===== src/rtl/pipe_ctrl_pkg.sv =====
// pipe_ctrl_pkg: shared types and constants for the pipeline hazard controller.
//   pipeState_e - controller FSM states
//   pipeCtl_t   - bundle of stage-register enables, flushes and PC redirect
//   REG_ZERO    - architectural zero register (never a real dependency)
package pipe_ctrl_pkg;

  localparam int unsigned REG_ZERO = 0;

  typedef enum logic [1:0] {
    RUN        = 2'd0,
    LOAD_STALL = 2'd1,
    MEM_WAIT   = 2'd2
  } pipeState_e;

  typedef struct packed {
    logic pcWe;
    logic ifidWe;
    logic idexWe;
    logic exmemWe;
    logic ifidFlush;
    logic idexFlush;
    logic exmemFlush;
    logic redirect;
  } pipeCtl_t;

  // Normal advance: every stage register loads, nothing is squashed.
  function automatic pipeCtl_t ctlDefault();
    pipeCtl_t c;
    c = '0;
    c.pcWe    = 1'b1;
    c.ifidWe  = 1'b1;
    c.idexWe  = 1'b1;
    c.exmemWe = 1'b1;
    return c;
  endfunction

  // Held in reset: nothing advances, every stage holds a bubble.
  function automatic pipeCtl_t ctlReset();
    pipeCtl_t c;
    c = '0;
    c.ifidFlush  = 1'b1;
    c.idexFlush  = 1'b1;
    c.exmemFlush = 1'b1;
    return c;
  endfunction

endpackage


===== src/rtl/pipe_ctrl_hazard.sv =====
// pipe_ctrl_hazard: combinational load-use hazard detection.
//   Flags a load in ID/EX whose destination is read by the instruction in ID.
//   Ports: id_rs, id_rt, id_uses_rt (ID operands), idex_mem_read, idex_rt
//   (load in ID/EX), loadUse_c (hazard present this cycle).
module pipe_ctrl_hazard
  import pipe_ctrl_pkg::*;
#(
  parameter int unsigned REG_W = 5
) (
  input  logic [REG_W-1:0] id_rs,
  input  logic [REG_W-1:0] id_rt,
  input  logic             id_uses_rt,
  input  logic             idex_mem_read,
  input  logic [REG_W-1:0] idex_rt,
  output logic             loadUse_c
);

  logic rsHit;
  logic rtHit;

  // Writes to the zero register are discarded, so they never create a dependency.
  always_comb begin
    rsHit     = (idex_rt == id_rs);
    rtHit     = id_uses_rt && (idex_rt == id_rt);
    loadUse_c = idex_mem_read && (idex_rt != REG_W'(REG_ZERO)) && (rsHit || rtHit);
  end

endmodule


===== src/rtl/pipe_ctrl.sv =====
// pipe_ctrl: 5-stage pipeline hazard controller.
//   Priority each cycle: mem_busy (freeze all) > taken branch/jump (redirect,
//   flush IF/ID, ID/EX, EX/MEM) > load-use (one-cycle stall with bubble).
//   Inputs : clk, rst_n, id_rs, id_rt, id_uses_rt, idex_mem_read, idex_rt,
//            exmem_branch, exmem_zf, exmem_jump, mem_busy, perf_clr
//   Outputs: pc_we, ifid_we, idex_we, exmem_we, ifid_flush, idex_flush,
//            exmem_flush, redirect (combinational), stall_cycles (registered)
//   Config : define PIPE_CTRL_PERF_EN to build the saturating stall counter;
//            otherwise stall_cycles is tied to zero.
module pipe_ctrl
  import pipe_ctrl_pkg::*;
#(
  parameter int unsigned REG_W = 5,
  parameter int unsigned CNT_W = 16
) (
  input  logic             clk,
  input  logic             rst_n,
  input  logic [REG_W-1:0] id_rs,
  input  logic [REG_W-1:0] id_rt,
  input  logic             id_uses_rt,
  input  logic             idex_mem_read,
  input  logic [REG_W-1:0] idex_rt,
  input  logic             exmem_branch,
  input  logic             exmem_zf,
  input  logic             exmem_jump,
  input  logic             mem_busy,
  input  logic             perf_clr,
  output logic             pc_we,
  output logic             ifid_we,
  output logic             idex_we,
  output logic             exmem_we,
  output logic             ifid_flush,
  output logic             idex_flush,
  output logic             exmem_flush,
  output logic             redirect,
  output logic [CNT_W-1:0] stall_cycles
);

  pipeState_e state;
  pipeState_e nextState;
  pipeCtl_t   ctl;
  logic       loadUse;
  logic       take;
  logic       doStall;

  pipe_ctrl_hazard #(.REG_W(REG_W)) uHazard (
    .id_rs        (id_rs),
    .id_rt        (id_rt),
    .id_uses_rt   (id_uses_rt),
    .idex_mem_read(idex_mem_read),
    .idex_rt      (idex_rt),
    .loadUse_c    (loadUse)
  );

  // A redirect held off by mem_busy re-presents itself because EX/MEM is frozen.
  assign take = (exmem_branch && exmem_zf) || exmem_jump;

  // The instruction stalled last cycle must not stall again on the same load.
  assign doStall = loadUse && (state != LOAD_STALL);

  // State register.
  always_ff @(posedge clk or negedge rst_n) begin
    if (!rst_n) state <= RUN;
    else        state <= nextState;
  end

  // Next-state logic.
  always_comb begin
    nextState = RUN;
    if (mem_busy)     nextState = MEM_WAIT;
    else if (take)    nextState = RUN;
    else if (doStall) nextState = LOAD_STALL;
  end

  // Output logic; reset overrides everything so the pipe fills with bubbles.
  always_comb begin
    ctl = ctlDefault();
    if (!rst_n) begin
      ctl = ctlReset();
    end else if (mem_busy) begin
      ctl = '0;
    end else if (take) begin
      ctl.ifidFlush  = 1'b1;
      ctl.idexFlush  = 1'b1;
      ctl.exmemFlush = 1'b1;
      ctl.redirect   = 1'b1;
    end else if (doStall) begin
      ctl.pcWe      = 1'b0;
      ctl.ifidWe    = 1'b0;
      ctl.idexFlush = 1'b1;
    end
  end

  assign pc_we       = ctl.pcWe;
  assign ifid_we     = ctl.ifidWe;
  assign idex_we     = ctl.idexWe;
  assign exmem_we    = ctl.exmemWe;
  assign ifid_flush  = ctl.ifidFlush;
  assign idex_flush  = ctl.idexFlush;
  assign exmem_flush = ctl.exmemFlush;
  assign redirect    = ctl.redirect;

`ifdef PIPE_CTRL_PERF_EN
  // Saturating count of cycles in which the PC did not advance; clear wins.
  always_ff @(posedge clk or negedge rst_n) begin
    if (!rst_n) begin
      stall_cycles <= '0;
    end else if (perf_clr) begin
      stall_cycles <= '0;
    end else if (!ctl.pcWe && (stall_cycles != {CNT_W{1'b1}})) begin
      stall_cycles <= stall_cycles + CNT_W'(1);
    end
  end
`else
  logic unusedPerfClr;
  assign unusedPerfClr = perf_clr;
  assign stall_cycles  = '0;
`endif

endmodule


===== config.mk =====
export PLATFORM = sky130hd
export DESIGN_NAME = pipe_ctrl
export DESIGN_NICKNAME = d
export VERILOG_FILES = /design/src/rtl/pipe_ctrl_pkg.sv /design/src/rtl/pipe_ctrl_hazard.sv /design/src/rtl/pipe_ctrl.sv
export SDC_FILE = /design/constraint.sdc
export NUM_CORES = 1
export LEC_CHECK = 0
export CORE_MARGIN = 4
export CORE_UTILIZATION = 27
export DETAILED_ROUTE_END_ITERATION = 12
export GPL_TIMING_DRIVEN = 0
export HOLD_SLACK_MARGIN = 0.06
export PLACE_DENSITY = 0.82
export SLEW_MARGIN = 25
export SYNTH_ARGS = -nofsm -noshare
export SYNTH_HDL_FRONTEND = slang
export SYNTH_SLANG_ARGS = --single-unit

===== constraint.sdc =====
create_clock -name clk -period 3.1 [get_ports clk]
set_clock_uncertainty 0.15 [all_clocks]
set_input_delay 0.62 -clock clk [delete_from_list [all_inputs] [get_ports clk]]
set_output_delay 0.62 -clock clk [all_outputs]
set_load 0.01 [all_outputs]

# Word level (Yosys, flattened, before mapping)
# Cells that the tools add are included.
[op_classes] n_eq_ne=3 muxes=13 reduce_logical=8
[op_table] op="$mux 2" count=6
[op_table] op="$eq 5x5->1" count=2
[op_table] op="$mux 8" count=1
[op_table] op="$logic_and 1x1->1" count=5
[op_table] op="$mux 1" count=5
[op_table] op="$reduce_bool 5->1" count=1
[op_table] op="$mux 4" count=1
[op_table] op="$logic_or 1x1->1" count=2
[op_table] op="$ne 2x1->1 const B" count=1
[word_totals] reg_bits=2 inputBits=24 output_inout_bits=24 elab_cells=25

# Depth between registers and ports, before layout
[logic_depth] ltp_word=9 ltp_mapped=5 depth_no_buf=4

# Hierarchy
# From an unflattened synthesis, not the netlist that was laid out.
[unflattened] hier_cells=50 area_unflattened_um2=407.9
[modules_own_cells] mod="pipe_ctrl" n_inst=1 cells_each=33 area_each_um2=275.3 seq_area_each_um2=50.0
[modules_own_cells] mod="pipe_ctrl_hazard" n_inst=1 cells_each=17 area_each_um2=132.6 seq_area_each_um2=0.0

# Worst setup path after synthesis
# Ideal clock, no wire load.
[synth_path] path_kind="input port to output port" start="input port idex_rt[0]" end="output port pc_we" arrival_time_ps=1668 required_ps=2330 path_slack_ps=662 cell_stages=4 path_buffers=1 path_cell_list="or4_4 -> o221ai_2 -> o31a_1 -> buf_4"
[synth_via] elab_chain_len=9 word_cells_on_any_way=12 cone_classes="2 x eq/ne; 4 x mux; 6 x reduce/logical"
[synth_lines] element="start: declaration" line_no="pipe_ctrl.sv:22" source="input logic [REG_W-1:0] idex_rt,"
[synth_lines] element="$eq 5x5->1" line_no="pipe_ctrl_hazard.sv:24" source="rtHit = id_uses_rt && (idex_rt == id_rt);"
[synth_lines] element="$logic_and 1x1->1" line_no="pipe_ctrl_hazard.sv:24"
[synth_lines] element="$logic_or 1x1->1" line_no="pipe_ctrl_hazard.sv:25" source="loadUse_c = idex_mem_read && (idex_rt != REG_W'(REG_ZERO)) && (rsHit || rtHit);"
[synth_lines] element="$logic_and 1x1->1 (*)" line_no="pipe_ctrl_hazard.sv:25"
[synth_lines] element="$logic_and 1x1->1 (*)" line_no="pipe_ctrl.sv:59" source="assign doStall = loadUse && (state != LOAD_STALL);"
[synth_lines] element="$mux 2 (*)" line_no="pipe_ctrl.sv:87" source="end else if (doStall) begin"
[synth_lines] element="$mux 2 (*)" line_no="pipe_ctrl.sv:82" source="end else if (take) begin"
[synth_lines] element="$mux 2 (*)" line_no="pipe_ctrl.sv:80" source="end else if (mem_busy) begin"
[synth_lines] element="$mux 8 (*)" line_no="pipe_ctrl.sv:78" source="if (!rst_n) begin"
[synth_lines] element="end: declaration" line_no="pipe_ctrl.sv:28" source="output logic pc_we,"
# Every way passes the cells marked *; elsewhere a longest branch is shown, timed or not.

# Final worst setup path
[layout_path] start="input port id_rt[2]" end="output port pc_we"
[layout_via] elab_chain_len=9
[layout_lines] element="start: declaration" line_no="pipe_ctrl.sv:19" source="input logic [REG_W-1:0] id_rt,"
[layout_lines] element="$eq 5x5->1" line_no="pipe_ctrl_hazard.sv:24"
[layout_lines] element="$logic_and 1x1->1" line_no="pipe_ctrl_hazard.sv:24"
[layout_lines] element="$logic_or 1x1->1" line_no="pipe_ctrl_hazard.sv:25"
[layout_lines] element="$logic_and 1x1->1" line_no="pipe_ctrl_hazard.sv:25"
[layout_lines] element="$logic_and 1x1->1" line_no="pipe_ctrl.sv:59"
[layout_lines] element="$mux 2" line_no="pipe_ctrl.sv:87"
[layout_lines] element="$mux 2" line_no="pipe_ctrl.sv:82"
[layout_lines] element="$mux 2" line_no="pipe_ctrl.sv:80"
[layout_lines] element="$mux 8" line_no="pipe_ctrl.sv:78"
# No other way between the ends.

==> flow_summary.yaml <==
outcome:
  status: "finished clean"
clocking:
  clock_path_buffers: 2
  insertion_delay_ns: 0.22
  clock_sinks: 2
  cts_tree: "done"
  root_buffer: "clkbuf_4"
  hold_buffers: 0
  cts_buffers: 3
  cts_max_level: 1
  cts.reportedPaths.clkPinSlew_ns: 0.03
floorplan:
  coreArea_um2: 1350
  ios: 48
  start_util_pct: 29.4
  die_h_um: 46.3
  die_area_um2: 2150
  rows: 13
  die_w_um: 46.3
route:
  avgViaCountPerCell: 3.98
  wl_per_cell_um: 10.4
  via_count: 446
  first_pass_iters: 1
  ant_nets: 0
  drt_iter0_drc: 0
  wirelength_mm: 1.16
  drc: 0
timing:
  holdWs_ns: 0.441
  fin_crit_ns: 2.99
  drv_slew: 0
  setup_slack_ns: 0.106
  fmax_mhz: 334
  tns_ns: 0
  report.final.setup_viol: 0
  hold_viol_final: 0
  rsz0062_at_grt: "no"
  post-route-period-util_pct: 96.6
setup_path:
  cp-endpoint: "pc_we"
  r2r_slack_ns: 2.13
  critical_path.startpoint_type: "input port"
  critPathMaxFanout: 2
  worstSetupEndpointType: "output port"
  crit_type: "in2out"
  reg2regPathDepth: 3
  worstPathRequired_ns: 2.33
  cp-startpoint: "id_rt[2]"
  critical_path.reg2reg.startpoint: "state[0]"
  crit_arrival_ns: 2.22
  r2r-end: "state[0]"
global_routing:
  gr-total-overflow: 0
  grt_start_max_net_pins: 6
  antenna_found_initial: 0
  grt_pass1_vias: 421
  grt_pass1_wl_mm: 1.68
  grt_use_total_pct: 11.1
min_path:
  hp-class: "in2async"
power:
  ir_drop_mv: 0.167
  powerDensity_nw_per_um2: 218
  total_power_mw: 0.180
  p_leak_nw: 0.415
placed_design:
  place_congestion: 0.628
  io_buffers: 30
  place_area_um2: 772
  dpl.cell_count: 108
  post-place-ws_ns: -0.370
  dp_hpwl_mm: 1.03
job:
  cap_violations: 0
cells_and_area:
  top_regs: "state: 2 flops"
  final_cells: 112
  largest_register_ffs: 2
  stdcell_area_um2: 828
  fin_util_pct: 61.4
  drive_gt1_share_pct: 29.9
  layout.nets: 123
  syn2layout_area_growth_pct: 109
  num_antenna_cells: 0
  largest_register: "state"
  fillers: 133
yosys:
  synth_cells: 48
  yosys.area.top_type: "buf_4"
  yosys_warnings: 0
  yosysSeqAreaShare_pct: 12.6
  synth.area.top_cells: "buf_4, xor2_1, dfrtp_1"
  avgSynthCellArea_um2: 8.26
  syn_area_um2: 397
  synth.top_cell.area_share_pct: 36.0
  synth.ff_latch_count: 2
  ys_types: 20
[cell usage in the layout (no fill, tap or decap), types with 2 or more instances in the layout]
master | netlist | routed
buf_4 | 19 | 20
clkbuf_4 | 0 | 3
clkdlybuf4s50_1 | 0 | 21
conb_1 | 1 | 16
dfrtp_1 | 2 | 2
dlygate4sd2_1 | 0 | 5
dlymetal6s2s_1 | 0 | 2
xor2_1 | 9 | 8
[where the power goes]
group	internal [mW]	total [mW]	switching (mW)
Clock	0.0425	0.0545	0.0121
Combinational	0.0588	0.0982	0.0394
Sequential	0.0271	0.0276	0.000548
Total	0.128	0.180	0.0520
[synthesized netlist by cell type]
cell / n
o221ai_2: 1
dfrtp_1: 2
nor2b_1: 1
xnor2_1: 1
o21ai_0: 1
o31a_1: 1
nor3_1: 1
nor4_1: 2
a21oi_1: 1
or4_4: 1
buf_4: 19
and2_1: 1
or2_1: 1
conb_1: 1
o21bai_1: 1
nor2_1: 1
a32oi_1: 1
xor2_1: 9
a21o_1: 1
inv_1: 1
[critical path, cell delays in order]
cell and delay [ns]:
clkdlybuf4s50_1 0.41, xor2_1 0.16, nor4_2 0.30, a32oi_2 0.17, o31a_1 0.31, buf_4 0.13, buf_2 0.13
[metal layers]
layer | GRT usage (%) | routed length, um | vias up | part of all wire, %
met4 | 5.11 | 0 | 0 | 0
met2 | 18.4 | 589 | 31 | 51
met3 | 5.08 | 194 | 0 | 17
met5 | 0 | 0 | - | 0
li1 | - | - | 223 | -
met1 | 12.0 | 380 | 192 | 33
[area by class of cell]
class / count / area, um^2 / area share, %
multi-input cells: 41 / 289 / 34.9
repair buffers: 31 / 302 / 36.4
inverters: 1 / 3.75 / 0.453
well taps: 15 / 18.8 / 2.27
clock buffers: 3 / 22.5 / 2.72
flip-flops and latches: 2 / 50.0 / 6.04
plain buffers: 19 / 143 / 17.2
[worst min path at each step]
stage / endpoint / depth (start not counted)
finish: state[0] / 1
detailed placement: state[0] / 2
floorplan: state[0] / 0
CTS: state[0] / 1
global placement: state[0] / 2
global route: state[0] / 1
[kinds of logic after synthesis]
family,count (synthesis),synth area share [%]
compound gates,7,14.5
xor+xnor,10,22.1
buf+inv,20,36.9
flops,2,12.6
other cells,1,0.945
simple gates,8,12.9
[what timing repair did]
item / CTS / global route
endpoints found under the hold margin: 0 / 0
buffers inserted: 1 / 0
endpoints found under the setup margin: 3 / 3
pin swaps: 3 / 3
resized for setup: 11 / 6
(Power assumes the default switching activity.)
